===== src/rtl/bcd_time_counter.sv =====
// Stopwatch time base: four BCD digits shown as XX.XX (digit0 = tens of seconds,
// digit3 = hundredths). Contains a 0.01 s prescaler, toggle-button conditioning
// and a run/pause/done state machine. Supports count up or down, from zero, 99.99
// or a user preset.
// Optional feature: define LAP_EN to add a lap input that freezes the shown digits
// while the internal count keeps running.
module bcd_time_counter #(
  parameter int unsigned CLK_DIV     = 1000000,  // clock cycles per 0.01 s tick, >= 2
  parameter int unsigned SYNC_STAGES = 2         // button synchroniser depth, >= 2
) (
  input  logic       clock,
  input  logic       reset,
  input  logic       toggle,
`ifdef LAP_EN
  input  logic       lap,
`endif
  input  logic [1:0] mode_sel,
  input  logic [3:0] init_val_one,
  input  logic [3:0] init_val_two,
  output logic [3:0] digit0,
  output logic [3:0] digit1,
  output logic [3:0] digit2,
  output logic [3:0] digit3,
  output logic       running,
  output logic       done
);

  localparam int unsigned PresW = (CLK_DIV > 2) ? $clog2(CLK_DIV) : 1;

  typedef enum logic [1:0] {StIdle, StRun, StPause, StDone} state_e;

  state_e                 state_q;
  logic [15:0]            count_q;    // {digit0, digit1, digit2, digit3}
  logic                   down_q;     // direction latched while idle
  logic                   running_q;
  logic                   done_q;
  logic [PresW-1:0]       presc_q;
  logic [SYNC_STAGES-1:0] tog_sync_q;
  logic                   tog_edge_q;

  logic        toggle_pulse;
  logic        tick;
  logic [15:0] preset;
  logic [15:0] count_step;
  logic        step_terminal;
  logic        idle_to_done;
  logic        run_to_done;
  logic [15:0] shown;

  function automatic logic [3:0] clamp9(input logic [3:0] v);
    return (v > 4'd9) ? 4'd9 : v;
  endfunction

  function automatic logic [15:0] bcd_inc(input logic [15:0] v);
    logic [15:0] r;
    logic        c;
    r = v;
    c = 1'b1;
    for (int i = 0; i < 4; i++) begin
      if (c) begin
        if (r[4*i +: 4] == 4'd9) begin
          r[4*i +: 4] = 4'd0;
        end else begin
          r[4*i +: 4] = r[4*i +: 4] + 4'd1;
          c = 1'b0;
        end
      end
    end
    return r;
  endfunction

  function automatic logic [15:0] bcd_dec(input logic [15:0] v);
    logic [15:0] r;
    logic        b;
    r = v;
    b = 1'b1;
    for (int i = 0; i < 4; i++) begin
      if (b) begin
        if (r[4*i +: 4] == 4'd0) begin
          r[4*i +: 4] = 4'd9;
        end else begin
          r[4*i +: 4] = r[4*i +: 4] - 4'd1;
          b = 1'b0;
        end
      end
    end
    return r;
  endfunction

  // Preset for the current mode_sel
  always_comb begin
    case (mode_sel)
      2'b00:   preset = 16'h0000;
      2'b10:   preset = 16'h9999;
      default: preset = {clamp9(init_val_one), clamp9(init_val_two), 8'h00};
    endcase
  end

  // Next count value and terminal detection for the latched direction
  always_comb begin
    count_step    = down_q ? bcd_dec(count_q) : bcd_inc(count_q);
    step_terminal = down_q ? (count_step == 16'h0000) : (count_step == 16'h9999);
  end

  assign toggle_pulse = tog_sync_q[SYNC_STAGES-1] & ~tog_edge_q;
  assign tick         = (state_q == StRun) && (presc_q == PresW'(CLK_DIV - 1));
  // Counting down from 00.00 has nothing to do, so start goes straight to done
  assign idle_to_done = (state_q == StIdle) && toggle_pulse && mode_sel[1] &&
                        (preset == 16'h0000);
  assign run_to_done  = tick && step_terminal;

  // Toggle synchroniser and rising-edge detector
  always_ff @(posedge clock) begin
    if (reset) begin
      tog_sync_q <= '0;
      tog_edge_q <= 1'b0;
    end else begin
      tog_sync_q <= {tog_sync_q[SYNC_STAGES-2:0], toggle};
      tog_edge_q <= tog_sync_q[SYNC_STAGES-1];
    end
  end

  // Prescaler runs only in RUN and keeps its phase across pause
  always_ff @(posedge clock) begin
    if (reset) begin
      presc_q <= '0;
    end else if (state_q == StRun) begin
      presc_q <= tick ? '0 : presc_q + PresW'(1);
    end
  end

  // Run/pause/done state machine with registered digits and status
  always_ff @(posedge clock) begin
    if (reset) begin
      state_q   <= StIdle;
      count_q   <= preset;
      down_q    <= mode_sel[1];
      running_q <= 1'b0;
      done_q    <= 1'b0;
    end else begin
      case (state_q)
        StIdle: begin
          count_q <= preset;
          down_q  <= mode_sel[1];
          if (idle_to_done) begin
            state_q <= StDone;
            done_q  <= 1'b1;
          end else if (toggle_pulse) begin
            state_q   <= StRun;
            running_q <= 1'b1;
          end
        end
        StRun: begin
          if (tick) begin
            count_q <= count_step;
          end
          if (run_to_done) begin
            state_q   <= StDone;
            running_q <= 1'b0;
            done_q    <= 1'b1;
          end else if (toggle_pulse) begin
            state_q   <= StPause;
            running_q <= 1'b0;
          end
        end
        StPause: begin
          if (toggle_pulse) begin
            state_q   <= StRun;
            running_q <= 1'b1;
          end
        end
        default: ;  // StDone: only reset leaves
      endcase
    end
  end

`ifdef LAP_EN
  logic [SYNC_STAGES-1:0] lap_sync_q;
  logic                   lap_edge_q;
  logic                   freeze_q;
  logic [15:0]            snap_q;
  logic                   lap_pulse;

  assign lap_pulse = lap_sync_q[SYNC_STAGES-1] & ~lap_edge_q;

  // Lap synchroniser and rising-edge detector
  always_ff @(posedge clock) begin
    if (reset) begin
      lap_sync_q <= '0;
      lap_edge_q <= 1'b0;
    end else begin
      lap_sync_q <= {lap_sync_q[SYNC_STAGES-2:0], lap};
      lap_edge_q <= lap_sync_q[SYNC_STAGES-1];
    end
  end

  // Lap freeze: first pulse in RUN captures the count, second releases it
  always_ff @(posedge clock) begin
    if (reset) begin
      freeze_q <= 1'b0;
      snap_q   <= '0;
    end else if (idle_to_done || (state_q == StRun && run_to_done)) begin
      freeze_q <= 1'b0;
    end else if ((state_q == StRun) && lap_pulse) begin
      freeze_q <= ~freeze_q;
      if (!freeze_q) begin
        snap_q <= count_q;
      end
    end
  end

  assign shown = freeze_q ? snap_q : count_q;
`else
  assign shown = count_q;
`endif

  assign {digit0, digit1, digit2, digit3} = shown;
  assign running = running_q;
  assign done    = done_q;

endmodule

===== config.mk =====
export PLATFORM = sky130hd
export DESIGN_NAME = bcd_time_counter
export DESIGN_NICKNAME = d
export VERILOG_FILES = /design/src/rtl/bcd_time_counter.sv
export SDC_FILE = /design/constraint.sdc
export NUM_CORES = 1
export LEC_CHECK = 0
export CORE_ASPECT_RATIO = 1.2
export CORE_MARGIN = 4
export CORE_UTILIZATION = 45
export DETAILED_ROUTE_END_ITERATION = 8
export HOLD_SLACK_MARGIN = 0.03
export PLACE_DENSITY = 0.68
export RECOVER_POWER = 50
export SYNTH_ARGS = -nofsm -noshare
export SYNTH_HDL_FRONTEND = slang
export SYNTH_SLANG_ARGS = --single-unit

===== constraint.sdc =====
create_clock -name clock -period 2.7 [get_ports clock]
set_input_delay 0.54 -clock clock [delete_from_list [all_inputs] [get_ports clock]]
set_output_delay 0.54 -clock clock [all_outputs]
set_load 0.02 [all_outputs]

After elaboration in Yosys (flattened, before gate mapping)
Index checks and enable logic that the tools add are counted.

Add/subtract/negate cells: 9. Magnitude comparators: 2. Equality and inequality tests: 14. Multiplexer cells: 48. Bitwise gates (word level): 2. Reductions and logical operators: 21.

Operators by type and width (number): two-way mux 4 bit (16); one-hot mux 16 bit (2 select lines) (2); two-way mux 16 bit (3); zero test 16 bit (2); adder 20 x 1 -> 20 bit, second input constant (1); equality test 20 bit, second input constant (1); two-way mux 20 bit (1); two-way mux 1 bit (19); adder 4 x 1 -> 4 bit, second input constant (4); equality test 16 bit, second input constant (1); equality test 4 bit, second input constant (4); zero test 4 bit (4); subtractor 4 x 1 -> 4 bit, second input constant (4); > comparator 4 bit, second input constant (2); two-way mux 2 bit (4); inequality test 2 bit, second input constant (3); inequality test 3 bit, second input constant (2); one-hot mux 2 bit (3 select lines) (1); AND reduction 3 bit (2); nonzero test 3 bit (2); logical AND 1 bit (5); equality test 2 bit, second input constant (2); zero test 2 bit (2); AND reduction 2 bit (2); 6 further kinds (7).

Register bits: 44.

Depth between registers and ports, before layout
Depth in word-level cells: 11. Depth in mapped cells: 10. Depth with buffers taken out: 9.

Least setup slack after synthesis
No wires, ideal clock.

Path kind: reg-to-reg. From: register count_q[5]. To: register running_q, in the netlist running. Library setup time: 0.133 ns. Arrival time: 2.618 ns. Required time: 2.567 ns. Slack: -0.051 ns. Stages on the path, launching flop included: 11. Path buffers: 3. Cells stage by stage: edfxtp_1 -> buf_6 -> or4_4 -> buf_6 -> buf_6 -> nor4_4 -> mux2i_1 -> mux2_4 -> or2b_2 -> o31ai_1 -> a311oi_1.

Cells in the longest elaborated chain, start to end: 11. Elaborated cells between the ends (all ways): 27.

Ends and longest elaborated chain: from (decl) (RTL line 33) `logic [15:0] count_q;`; from (signal assigned) (RTL line 136) `count_q <= preset;`; from (signal assigned) (RTL line 143) `count_q <= preset;`; from (signal assigned) (RTL line 155) `count_q <= count_step;`; equality test 4 bit or zero test 4 bit (tied branches) (RTL line 61, 79); two-way mux 1 bit, on equally long branches (RTL line 61, 79); two-way mux 1 bit, on equally long branches (2 in a row) (RTL line 60, 78); two-way mux 4 bit, on equally long branches (RTL line 60, 78); two-way mux 16 bit (*) (RTL line 101) `count_step = down_q ? bcd_dec(count_q) : bcd_inc(count_q);`; equality test 16 bit or zero test 16 bit (tied branches) (RTL line 102) `step_terminal = down_q ? (count_step == 16'h0000) : (count_step == 16'h9999);`; two-way mux 1 bit (*) (RTL line 102); logical AND 1 bit (*) (RTL line 110) `assign run_to_done = tick && step_terminal;`; inequality test 3 bit (no source line) or two-way mux 1 bit (tied branches); AND reduction 3 bit (no source line) or one-hot mux 1 bit (3 select lines) (tied branches); to (signal assigned) (RTL line 138) `running_q <= 1'b0;`; to (signal assigned) (RTL line 150) `running_q <= 1'b1;`; to (signal assigned) (RTL line 159) `running_q <= 1'b0;`; to (decl) (RTL line 35) `logic running_q;`.

Every way passes the cells marked *; elsewhere a longest branch is shown, timed or not. A chain may end at the register's enable or synchronous reset.

Final worst setup path
From: register count_q[1]. To: register state_q[1].

Cells in the longest elaborated chain, start to end: 11. Elaborated cells between the ends (all ways): 27.

Ends and longest elaborated chain: equality test 4 bit or zero test 4 bit (tied branches) (RTL line 61, 79); two-way mux 1 bit, on equally long branches (RTL line 61, 79); two-way mux 1 bit, on equally long branches (2 in a row) (RTL line 60, 78); two-way mux 4 bit, on equally long branches (RTL line 60, 78); two-way mux 16 bit (*) (RTL line 101); equality test 16 bit or zero test 16 bit (tied branches) (RTL line 102); two-way mux 1 bit (*) (RTL line 102); logical AND 1 bit (*) (RTL line 110); two-way mux 2 bit or inequality test 3 bit (tied branches); one-hot mux 2 bit (3 select lines) or AND reduction 2 bit (tied branches); to (signal assigned) (RTL line 146) `state_q <= StDone;`; to (signal assigned) (RTL line 158) `state_q <= StDone;`; to (signal assigned) (RTL line 162) `state_q <= StPause;`; to (decl) (RTL line 32) `state_e state_q;`.

Marks and branches as above.

==> run metrics <==
TritonCTS clock tree=built; max cap viols=0; hold violation count in the final report=0; CP required=2.88 ns; crit path max-delay cell type=mux4_2; Switching Share=0.4192; Flop pwr share=0.321; CTS buffer count=5; pwr/cell area=719.5 nW/um^2; DR pass1 iterations=5; Tightest Pin Transition=0.4557 ns; CORE AREA=6937 um^2; predominant post-synthesis flop cell=dfxtp_1; area of the multi-input gates=~2100 um^2; clock-pin slew on the worst setup and hold paths=0.08 ns; Slew Viols, Final=0; peak fanout along the critical path=8; first-pass GRT wire length=13380 um; gr ovfl total=0; CP Capture Type=flip-flop; relative slew slack=0.6936; CP cell instances=buf_4 > or2_2 > a211o_1 > mux4_2 > and3b_1 > and4_1 > and4_1 > a211o_1; vias in the first global route=2875; Final Cycle Share=0.9708; detailed placement HPWL=6019 um; WS Path Type=flip-flop to flip-flop; YS warnings=0; Post-synth ARST share=0; Synth cell types=64; Critical Path Max Stage Delay=~0.48 ns; R2R depth=8; CP startpoint kind=flip-flop; placer congestion estimate=0.8744; area of the mapped netlist=3251 um^2; HP Class=flip-flop to flip-flop; Net Count, Synth=416; Synth area leader=dfxtp_1; clock buffer depth=2; ANT cells=0; top-area cell type share of the netlist area=0.1663; RSZ-0062 raised after global routing=true; total track usage=0.1863; die extent in x=85.59 um; Cells after Synth=398; Final min period=2.621 ns; crit path DAT=2.81 ns; sum of negative setup slack=0 ns; synth top area cells=dfxtp_1 (17%), edfxtp_1 (16%), nor2_1 (6.2%); Psw=roughly 1.2 mW; Fill cells=635; cell count after placement=522; Post-CTS Setup Inserts=0; #FFs+latches synth=44; final WL=7939 um; antenna violations before repair=0; hold depth=1; # port buffers=30; Post-CTS Resized=0; post-synthesis sequential area ratio=0.3233; met1 usage=0.2521; GR peak layer=met2; Leak=1.389 nW; met3 Use GR=0.02453; number of top-level pins=31; combinational power share=0.540; row count=33; Initial Util=0.4686; die area=8653 um^2; Post-Syn Area per Cell=8.167 um^2; antenna viol nets, final=0; fin nets=460; # clock sinks=44; Die Span Y=~100 um; Layout Cells excl Fill=530; DR vias=3094; hold buffers post-CTS=0; CTS root buffer=clkbuf_8; final setup fails=0; commonest cells after routing, fill and taps aside=nor2_1 (54), nand2_1 (34), buf_4 (30); H-Tree Depth=2; largest net degree at the start of global routing=19; clock latency on the worst-skew pair=0.29 ns; vias per cell=around 5.8; internal power=about 1.6 mW; Peak VDD IR=just under 0.4 mV; outcome=completed; CP top delay family=simple AND/OR/NAND/NOR gates; wire per inst=approximately 15 um; Setup Skew=roughly 0.0045 ns; Clk pwr share=0.139; post-synthesis to final-layout area growth=19.86%; met2 usage=0.3140; drt drc=0; Worst path depth=8; crit path buf inv count=1; most common cell after layout, fill and taps aside=nor2_1; initial detailed-routing violation count=197; Post-synth EDFFs=17; layout cells sized above 1=0.1264; register area=1051 um^2; Max Clock Freq=between 0.3 and 0.4 GHz
power groups by stage:
stage	Sequential (mW)	Combinational, mW	Clock (mW)
after floorplan	0.971	0.925	0
after global placement	0.913	1.46	0
after detailed placement	0.914	1.46	0
after CTS	0.899	1.47	0.397
after global routing	0.918	1.65	0.434
final	0.901	1.51	0.389
path summary, 6_finish.rpt:
check	from	endpoint	slack, ns
worst max-delay path	count_q[1]	state_q[1]	0.08
worst min-delay path	tog_sync_q[0]	tog_sync_q[1]	0.44
worst max register to register	count_q[1]	state_q[1]	0.08
worst min register to register	tog_sync_q[0]	tog_sync_q[1]	0.44
final cells by class:
type / instances / share of cell area
Clock inverter: 3 / 0.003532
Sequential cell: 44 / 0.2697
Inverter: 12 / 0.01156
Timing Repair Buffer: 64 / 0.1387
Multi-Input combinational cell: 315 / 0.5308
Clock buffer: 5 / 0.01766
Tap cell: 87 / 0.02794
kinds of logic after synthesis:
kind of cell / after synthesis / synth area share
AOI/OAI and AO/OA: 80 / 0.1705
xor gates and xnor gates: 21 / 0.05658
adders and majority gates: 5 / 0.01925
buffers and inverters: 39 / 0.05312
DFF: 44 / 0.3233
muxes: 8 / 0.03079
and+or+nand+nor: 201 / 0.3464
layer usage:
metal | vias up | share of wire | wire length, um
met1 | 1434 | 0.44 | 3500
li1 | 1562 | - | -
met4 | 0 | 0.012 | 92
met2 | 88 | 0.50 | 3939
met3 | 10 | 0.051 | 406
met5 | - | 0 | 0
per-stage QoR:
step,cell area (um^2),worst slack [ns],power (mW),hold slack [ns],util
2_1_floorplan,3251,0.07448,1.896,0.4138,-
3_3_place_gp,3787,0.08199,2.369,0.4187,0.5460
3_5_place_dp,3787,0.02095,2.378,0.4291,0.5460
4_1_cts,3870,0.07649,2.770,0.4481,0.5579
5_1_grt,3896,-0.01362,3.002,0.4786,0.5617
6_report,3896,0.07896,2.803,0.4414,0.5617
sequential cells by signal, indices dropped and copies added, names as in the netlist:
signal	flops
presc_q	20
count_q	16
state_q	2
tog_sync_q	2
done	1
down_q	1
running	1
tog_edge_q	1
synth_stat cells, drive strengths merged, types with 6 or more instances:
cell type  instances
nor2              54
nand2             34
dfxtp             27
clkbuf            19
edfxtp            17
o21ai             17
nor4              15
a21oi             14
nand4             14
xor2              14
nor2b             13
inv               12
nor3              10
nand2b             9
nand3              9
buf                8
a211oi             7
nand3b             7
xnor2              7
and2               6
or4                6
No activity file was read; power rests on OpenSTA's default activity.
